**src/rtl/qnt_pkg.sv**
```systemverilog
// qnt_pkg: definitions shared by the FP32<->INTn quantize/dequantize paths.
//   - FP32 field widths and exponent bias
//   - QMAX derivation from the integer width
//   - FP32 field unpack and value-class decode
package qnt_pkg;

  localparam int QNT_FP_DATA_W   = 32;
  localparam int QNT_FP_MANT_W   = 23;
  localparam int QNT_FP_EXP_W    = 8;
  localparam int QNT_FP_EXP_BIAS = 127;
  localparam int QNT_BIT_NUM     = 8;

  // Value class of an FP32 operand; subnormals are flushed into CLS_ZERO.
  typedef enum logic [1:0] {
    CLS_NORM = 2'd0,
    CLS_ZERO = 2'd1,
    CLS_NAN  = 2'd2,
    CLS_INF  = 2'd3
  } fp_class_e;

  typedef struct packed {
    logic                     sign;
    logic [QNT_FP_EXP_W-1:0]  expo;
    logic [QNT_FP_MANT_W-1:0] frac;
  } fp_fields_t;

  // Largest magnitude of a symmetric signed integer of bit_num bits.
  function automatic int qmax_of(input int bit_num);
    return (1 << (bit_num - 1)) - 1;
  endfunction

  function automatic fp_fields_t fp32_unpack(input logic [QNT_FP_DATA_W-1:0] w);
    return fp_fields_t'(w);
  endfunction

  function automatic fp_class_e fp32_class(input fp_fields_t f);
    if (f.expo == '0) return CLS_ZERO;
    if (f.expo == '1) return (f.frac != '0) ? CLS_NAN : CLS_INF;
    return CLS_NORM;
  endfunction

endpackage

```
**src/rtl/quantize_stream_if.sv**
```systemverilog
// quantize_stream_if: streaming bus of the quantizer.
//   Input side : in_valid/in_ready, x_i (FP32), mantissa_scale/exp_scale (scale S)
//   Output side: out_valid/out_ready, q_o (signed INTn), sat_o
// Handshake: a beat moves when valid & ready are both high on a rising clock
// edge; a producer holding valid without ready keeps its payload stable.
interface quantize_stream_if #(
  parameter int FP_DATA_W = qnt_pkg::QNT_FP_DATA_W,
  parameter int FP_MANT_W = qnt_pkg::QNT_FP_MANT_W,
  parameter int FP_EXP_W  = qnt_pkg::QNT_FP_EXP_W,
  parameter int BIT_NUM   = qnt_pkg::QNT_BIT_NUM
);
  logic                 in_valid;
  logic                 in_ready;
  logic [FP_DATA_W-1:0] x_i;
  logic [FP_MANT_W-1:0] mantissa_scale;
  logic [FP_EXP_W-1:0]  exp_scale;
  logic                 out_valid;
  logic                 out_ready;
  logic [BIT_NUM-1:0]   q_o;
  logic                 sat_o;

  modport master (
    output in_valid, x_i, mantissa_scale, exp_scale, out_ready,
    input  in_ready, out_valid, q_o, sat_o
  );

  modport slave (
    input  in_valid, x_i, mantissa_scale, exp_scale, out_ready,
    output in_ready, out_valid, q_o, sat_o
  );
endinterface

```
**src/rtl/qnt_round_sat.sv**
```systemverilog
// qnt_round_sat: combinational round/saturate stage.
//   p_i    : unsigned mantissa product P; real magnitude is P * 2^-sh
//   sh_i   : signed right-shift amount
//   sign_i : result sign
//   cls_i  : class of the x operand; szero_i: scale exponent was zero
//   q_o    : signed result in [-QMAX, +QMAX]; sat_o: result was clamped or Inf
module qnt_round_sat
  import qnt_pkg::*;
#(
  parameter int PW      = 48,
  parameter int SHW     = 11,
  parameter int BIT_NUM = QNT_BIT_NUM
) (
  input  logic                  sign_i,
  input  logic [PW-1:0]         p_i,
  input  logic signed [SHW-1:0] sh_i,
  input  fp_class_e             cls_i,
  input  logic                  szero_i,
  output logic [BIT_NUM-1:0]    q_o,
  output logic                  sat_o
);
  localparam int                 QMAX     = qmax_of(BIT_NUM);
  // Beyond this shift the magnitude is below 1/4 and always rounds to zero.
  localparam int                 SH_FLUSH = PW + 2;
  localparam logic [PW:0]        QMAX_W   = (PW+1)'(QMAX);
  localparam logic [BIT_NUM-1:0] QMAX_Q   = BIT_NUM'(QMAX);

  logic [SHW-1:0]     sh_u;
  logic [PW-1:0]      m_raw;
  logic [PW:0]        p_ext, g_mask, s_mask, m_rnd;
  logic               guard, sticky;
  logic [BIT_NUM-1:0] mag;
  logic               sat;

  // Only meaningful when 0 < sh_i < SH_FLUSH; other values are filtered below.
  assign sh_u   = sh_i;
  assign p_ext  = {1'b0, p_i};
  assign m_raw  = p_i >> sh_u;
  // Guard and sticky picked with shifted masks instead of variable part-selects.
  assign g_mask = (PW+1)'(1) << (sh_u - SHW'(1));
  assign s_mask = g_mask - (PW+1)'(1);
  assign guard  = |(p_ext & g_mask);
  assign sticky = |(p_ext & s_mask);
  // Round to nearest, ties to even.
  assign m_rnd  = {1'b0, m_raw} + (PW+1)'(guard & (sticky | m_raw[0]));

  always_comb begin
    mag = '0;
    sat = 1'b0;
    if (sh_i <= 0) begin
      sat = 1'b1;
    end else if (sh_i < SHW'(SH_FLUSH)) begin
      if (m_rnd > QMAX_W) sat = 1'b1;
      else                mag = m_rnd[BIT_NUM-1:0];
    end
    if (sat) mag = QMAX_Q;
    // Special operands override the arithmetic; a zero scale wins over Inf.
    if (cls_i == CLS_ZERO || cls_i == CLS_NAN || szero_i) begin
      mag = '0;
      sat = 1'b0;
    end else if (cls_i == CLS_INF) begin
      mag = QMAX_Q;
      sat = 1'b1;
    end
    q_o   = sign_i ? -mag : mag;
    sat_o = sat;
  end
endmodule

```
**src/rtl/quantize_stream.sv**
```systemverilog
// quantize_stream: 3-stage FP32 -> INTn quantizer, q = RNE(x * S) clamped to +/-QMAX.
//   clk, rst_n : clock, asynchronous active-low reset
//   bus        : quantize_stream_if.slave (input beat x/S, output beat q/sat)
//   clr_stat   : synchronous clear of sat_cnt (wins over a same-cycle increment)
//   sat_cnt    : saturated results delivered, sticks at all-ones
// Stages: S0 decode register, S1 multiply/exponent register, S2 output register.
module quantize_stream
  import qnt_pkg::*;
#(
  parameter int FP_DATA_W   = QNT_FP_DATA_W,
  parameter int FP_MANT_W   = QNT_FP_MANT_W,
  parameter int FP_EXP_W    = QNT_FP_EXP_W,
  parameter int FP_EXP_BIAS = QNT_FP_EXP_BIAS,
  parameter int BIT_NUM     = QNT_BIT_NUM,
  parameter int CNT_W       = 16
) (
  input  logic             clk,
  input  logic             rst_n,
  quantize_stream_if.slave bus,
  input  logic             clr_stat,
  output logic [CNT_W-1:0] sat_cnt
);
  localparam int PW  = 2 * (FP_MANT_W + 1);
  localparam int SHW = FP_EXP_W + 3;

  // Stage registers
  logic                  v0_q, sx0_q, szero0_q;
  logic [FP_EXP_W-1:0]   ex0_q, es0_q;
  logic [FP_MANT_W:0]    mx0_q, ms0_q;
  fp_class_e             cls0_q;
  logic                  v1_q, sx1_q, szero1_q;
  logic [PW-1:0]         p1_q;
  logic signed [SHW-1:0] sh1_q;
  fp_class_e             cls1_q;
  logic                  out_valid_q, sat_q;
  logic [BIT_NUM-1:0]    q_q;
  logic [CNT_W-1:0]      sat_cnt_q;

  // Next-state / combinational values
  logic [FP_DATA_W-1:0]  x_w;
  fp_fields_t            x_f;
  logic [PW-1:0]         p1_d;
  logic signed [SHW-1:0] e1_d, sh1_d;
  logic [BIT_NUM-1:0]    q2_d;
  logic                  sat2_d;
  logic                  rdy_out, rdy1, rdy0;

  assign x_w = bus.x_i;
  assign x_f = fp32_unpack(x_w);

  assign p1_d  = PW'(mx0_q) * PW'(ms0_q);
  assign e1_d  = $signed({3'b000, ex0_q}) + $signed({3'b000, es0_q}) - SHW'(2 * FP_EXP_BIAS);
  assign sh1_d = SHW'(2 * FP_MANT_W) - e1_d;

  qnt_round_sat #(.PW(PW), .SHW(SHW), .BIT_NUM(BIT_NUM)) u_round_sat (
    .sign_i  (sx1_q),
    .p_i     (p1_q),
    .sh_i    (sh1_q),
    .cls_i   (cls1_q),
    .szero_i (szero1_q),
    .q_o     (q2_d),
    .sat_o   (sat2_d)
  );

  // A stage may load when it is empty or its content moves on this cycle.
  // in_ready depends only on state and out_ready, never on in_valid.
  assign rdy_out      = ~out_valid_q | bus.out_ready;
  assign rdy1         = ~v1_q | rdy_out;
  assign rdy0         = ~v0_q | rdy1;
  assign bus.in_ready = rdy0;

  always_ff @(posedge clk or negedge rst_n) begin
    if (!rst_n) begin
      v0_q        <= 1'b0;
      sx0_q       <= 1'b0;
      szero0_q    <= 1'b0;
      ex0_q       <= '0;
      es0_q       <= '0;
      mx0_q       <= '0;
      ms0_q       <= '0;
      cls0_q      <= CLS_ZERO;
      v1_q        <= 1'b0;
      sx1_q       <= 1'b0;
      szero1_q    <= 1'b0;
      p1_q        <= '0;
      sh1_q       <= '0;
      cls1_q      <= CLS_ZERO;
      out_valid_q <= 1'b0;
      q_q         <= '0;
      sat_q       <= 1'b0;
      sat_cnt_q   <= '0;
    end else begin
      if (rdy0) begin
        v0_q <= bus.in_valid;
        if (bus.in_valid) begin
          sx0_q    <= x_f.sign;
          ex0_q    <= x_f.expo;
          mx0_q    <= {1'b1, x_f.frac};
          es0_q    <= bus.exp_scale;
          ms0_q    <= {1'b1, bus.mantissa_scale};
          cls0_q   <= fp32_class(x_f);
          szero0_q <= (bus.exp_scale == '0);
        end
      end
      if (rdy1) begin
        v1_q <= v0_q;
        if (v0_q) begin
          sx1_q    <= sx0_q;
          p1_q     <= p1_d;
          sh1_q    <= sh1_d;
          cls1_q   <= cls0_q;
          szero1_q <= szero0_q;
        end
      end
      if (rdy_out) begin
        out_valid_q <= v1_q;
        if (v1_q) begin
          q_q   <= q2_d;
          sat_q <= sat2_d;
        end
      end
      if (clr_stat) begin
        sat_cnt_q <= '0;
      end else if (out_valid_q && bus.out_ready && sat_q && (sat_cnt_q != '1)) begin
        sat_cnt_q <= sat_cnt_q + CNT_W'(1);
      end
    end
  end

  assign bus.out_valid = out_valid_q;
  assign bus.q_o       = q_q;
  assign bus.sat_o     = sat_q;
  assign sat_cnt       = sat_cnt_q;
endmodule

```
**src/flat_wrapper.sv**
```systemverilog
// flat-port wrapper written by rule: the top's interface ports become plain ports
module quantize_stream_flat import qnt_pkg::*;
#(
  parameter int FP_DATA_W   = QNT_FP_DATA_W,
  parameter int FP_MANT_W   = QNT_FP_MANT_W,
  parameter int FP_EXP_W    = QNT_FP_EXP_W,
  parameter int FP_EXP_BIAS = QNT_FP_EXP_BIAS,
  parameter int BIT_NUM     = QNT_BIT_NUM,
  parameter int CNT_W       = 16
)
  (clk, rst_n, clr_stat, sat_cnt, bus_in_valid, bus_x_i, bus_mantissa_scale, bus_exp_scale, bus_out_ready, bus_in_ready, bus_out_valid, bus_q_o, bus_sat_o);
  quantize_stream_if #(.FP_DATA_W(FP_DATA_W), .FP_MANT_W(FP_MANT_W), .FP_EXP_W(FP_EXP_W), .BIT_NUM(BIT_NUM)) bus_i ();
  input  logic clk;
  input  logic rst_n;
  input  logic clr_stat;
  output logic [CNT_W-1:0] sat_cnt;
  input wire logic [$bits(bus_i.in_valid)-1:0] bus_in_valid;
  input wire logic [$bits(bus_i.x_i)-1:0] bus_x_i;
  input wire logic [$bits(bus_i.mantissa_scale)-1:0] bus_mantissa_scale;
  input wire logic [$bits(bus_i.exp_scale)-1:0] bus_exp_scale;
  input wire logic [$bits(bus_i.out_ready)-1:0] bus_out_ready;
  output wire logic [$bits(bus_i.in_ready)-1:0] bus_in_ready;
  output wire logic [$bits(bus_i.out_valid)-1:0] bus_out_valid;
  output wire logic [$bits(bus_i.q_o)-1:0] bus_q_o;
  output wire logic [$bits(bus_i.sat_o)-1:0] bus_sat_o;
  assign bus_i.in_valid = bus_in_valid;
  assign bus_i.x_i = bus_x_i;
  assign bus_i.mantissa_scale = bus_mantissa_scale;
  assign bus_i.exp_scale = bus_exp_scale;
  assign bus_i.out_ready = bus_out_ready;
  assign bus_in_ready = bus_i.in_ready;
  assign bus_out_valid = bus_i.out_valid;
  assign bus_q_o = bus_i.q_o;
  assign bus_sat_o = bus_i.sat_o;
  quantize_stream #(.FP_DATA_W(FP_DATA_W), .FP_MANT_W(FP_MANT_W), .FP_EXP_W(FP_EXP_W), .FP_EXP_BIAS(FP_EXP_BIAS), .BIT_NUM(BIT_NUM), .CNT_W(CNT_W)) u_core (.clk(clk), .rst_n(rst_n), .bus(bus_i), .clr_stat(clr_stat), .sat_cnt(sat_cnt));
endmodule
```
**config.mk**
```make
export PLATFORM = sky130hd
export DESIGN_NAME = quantize_stream_flat
export DESIGN_NICKNAME = d
export VERILOG_FILES = /design/src/rtl/qnt_pkg.sv /design/src/rtl/quantize_stream_if.sv /design/src/rtl/qnt_round_sat.sv /design/src/rtl/quantize_stream.sv /design/src/flat_wrapper.sv
export SDC_FILE = /design/constraint.sdc
export NUM_CORES = 2
export LEC_CHECK = 0
export CELL_PAD_IN_SITES_DETAIL_PLACEMENT = 1
export CELL_PAD_IN_SITES_GLOBAL_PLACEMENT = 2
export CORE_UTILIZATION = 40
export DETAILED_ROUTE_END_ITERATION = 10
export PLACE_DENSITY = 0.94
export SLEW_MARGIN = 20
export SYNTH_ARGS = -nofsm -noshare
export SYNTH_HDL_FRONTEND = slang
export SYNTH_SLANG_ARGS = --single-unit
```
**constraint.sdc**
```tcl
create_clock -name clk -period 9.5 [get_ports clk]
set_input_delay 1.9 -clock clk [delete_from_list [all_inputs] [get_ports clk]]
set_output_delay 1.9 -clock clk [all_outputs]
set_load 0.03 [all_outputs]
```
==> results.ini <==
[outcome]
status=finished, final reports clean

[global_route]
antenna_found_initial=2
grt_overflow=0
grt_start_max_net_pins=89
grt_pass1_vias=30925
grt_use_total=0.2935
grt_pass1_wl_um=183800

[finish]
fin_nets=4391
n_antenna_cell=0
drive_gt1_frac=0.07424
syn_to_final_growth_pct=7.517

[die]
fp.coreArea_um2=79520
fp.dieArea_um2=81990
die_height_um=286.3
fp.dieW_um=286.3
start_util=0.4067
rows=103
io_pins=95

[worst_setup_path]
endpoint=u_core.p1_q[47]
crit_type=reg -> reg
reg2reg_from=u_core.mx0_q[5]
startpoint_type=flip-flop
critPathArrivalTime_ns=8.62
crit_path_start=u_core.mx0_q[5]
r2r_slack_ns=1.25
worstPathRequired_ns=9.86
reg2reg_to=u_core.p1_q[47]
critPathCaptureType=flip-flop
r2r_cells=24
cp_max_fo=25

[sta]
setup_viol_count_final=0
skew_ns=0.02488
min_period_ns=8.254
tns_ns=0
timing.fmax_ghz=0.1211
grt_setup_unrepaired=false
tightest_slew_ns=1.200
fin_crit_sh=0.8689
slew_headroom=0.2001
finalHoldViolCount=0
maxSlewViolCount=0

[logic_synthesis]
synth_edf_count=0
syn_inst=3688
synth_flop_cell=dfrtp_1
synth_top_area_cell=fa_1
yosys-top-cells-area=fa_1, dfrtp_1, ha_1
syn_area_per_cell_um2=8.769
synth_cell_type_count=111
syn_area_um2=32340
synth_top_area_share=0.2990
async_reset_ff_frac=1.000
synth-seq-cells=158
syn_nets=4428
ys_seq_area_frac=0.1223
synth_warnings=0

[route]
avgRoutedWirePerCell_um=25.14
dr_total_vias=28295
avgViaCountPerCell=6.002
wl_um=118500
first_pass_iters=6
drt_iter0_drc=2556
drtAntennaViolNets=0
post-route-drc-count=0

[clock_tree]
numClockSinks=158
cts_buffers=17
htreeDepth=4
cts_root_buf=clkbuf_16
clk_latency_ns=0.52
cts-resized-gates=0
clock_path_buffers=2
cts_tree=built
clk_pin_slew_ns=0.08
postCtsHoldBufs=0
postCtsSetupBuffers=0

[hold_path]
hold_path.class=reg -> reg

[job]
drv_cap=0

[placed_design]
hpwl_um=92940
gp_congestion=0.9875
io_buffers=94

## critical path: stages (launching register included)
cell	delay [ns]
dfrtp_1	1.08
nand2_1	0.20
fa_1	0.50
fa_1	0.51
inv_1	0.06
fa_1	0.47
ha_1	0.20
fa_1	0.48
inv_1	0.05
fa_1	0.48
fa_1	0.49
inv_1	0.04
ha_1	0.31
a31oi_1	0.24
o21bai_1	0.12
a2111oi_0	0.67
o21ai_0	0.29
o211ai_1	0.38
a21oi_1	0.13
nand2b_1	0.23
a211o_1	0.33
a2111o_1	0.42
a31oi_1	0.20
xnor2_1	0.13
o21ai_0	0.08
## metal layers
metal | up-vias | share of wire | global-route usage
li1 | 12189 | - | -
met1 | 14500 | 0.41 | 0.3749
met2 | 1293 | 0.47 | 0.4849
met3 | 311 | 0.079 | 0.05700
met4 | 2 | 0.043 | 0.1235
met5 | - | 0.00011 | 0
## synth_stat cells (11+ instances only)
master       n
o22ai_1     40
nand2_1    548
nand4_1     36
buf_6       11
nor2b_1     17
and3_1      16
and4_1      11
or3_1       22
xnor2_1     55
and2_1     224
nand2b_1    23
a211oi_1    15
a21o_1      27
a31oi_1     21
nor2_1     126
nor4_1      27
o211ai_1    21
buf_1       19
inv_1      524
clkbuf_1   152
a22oi_1     37
buf_2       27
a21oi_1     79
o21a_1      20
a2111oi_0   13
fa_1       483
ha_1       189
mux2i_1     90
nand3_1     68
xor2_1      39
o21ai_0    110
o31ai_1     26
mux2_2      82
nor3_1      42
a22o_1      19
o21bai_1    13
dfrtp_1    156
## cells by family after synthesis
logic type,count (synthesis),share of synthesized area
and+or+nand+nor,1243,0.1931
AOI/OAI and AO/OA,595,0.1325
buffers and inverters,744,0.09111
muxes,182,0.06337
xor gates and xnor gates,94,0.02546
adders and majority gates,672,0.3721
DFF,158,0.1223
## sequential cells by signal (all words and copies together) (netlist names), 2 cells and up
name	count
u_core.cls1_q	2
u_core.ms0_q	24
u_core.sh1_q	11
u_core.bus.q_o	8
u_core.es0_q	8
u_core.sat_cnt	16
u_core.p1_q	48
u_core.ex0_q	8
u_core.mx0_q	23
u_core.cls0_q	2
## how the worst min path moves through the flow
stage | start | end | slack, ns | cells past startpoint
after CTS | u_core.bus.q_o[3] | u_core.bus.q_o[3] | 0.49 | 2
after global placement | u_core.bus.q_o[2] | u_core.bus.q_o[2] | 0.46 | 2
after floorplan | u_core.szero0_q | u_core.szero0_q | 0.45 | 2
after detailed placement | u_core.bus.q_o[3] | u_core.bus.q_o[3] | 0.47 | 2
final | u_core.bus.q_o[3] | u_core.bus.q_o[3] | 0.48 | 2
after global routing | u_core.bus.q_o[2] | u_core.bus.q_o[2] | 0.50 | 2
## area by class of cell
cell class	instances	area [um^2]
Timing Repair Buffer	163	1460
Clock inverter	14	170.2
Fill cell	9274	44740
Sequential cell	158	3965
Multi-Input combinational cell	2786	25450
Tap cell	1050	1314
Inverter	525	1971
Clock buffer	18	439.2
## cells in the final DEF, fill, tap and decap left out, drive strengths merged, types with 26 or more instances in the layout
cell,Yosys,final
a21o,27,27
a21oi,80,80
a22oi,37,37
and2,225,225
buf,67,70
clkdlybuf4s50,0,93
dfrtp,156,156
fa,483,483
ha,189,189
inv,525,533
mux2,82,82
mux2i,90,90
nand2,548,548
nand3,70,70
nand4,37,37
nor2,133,133
nor3,49,49
nor4,36,36
o21ai,117,117
o22ai,42,42
o31ai,26,26
xnor2,55,55
xor2,39,39
## through the flow
stage	utilization	worst slack [ns]	hold slack [ns]	cell area, um^2	std cells
floorplan	-	2.404	0.4460	32340	3688
global placement	0.4296	1.392	0.4636	34160	4682
detailed placement	0.4296	1.261	0.4712	34160	4682
CTS	0.4373	1.217	0.4870	34770	4714
global route	0.4373	0.6929	0.5000	34770	4714
finish	0.4373	1.246	0.4785	34770	4714
Power is not shown: default switching activity piles up to over one toggle a cycle in this logic, so the estimate is an artifact.
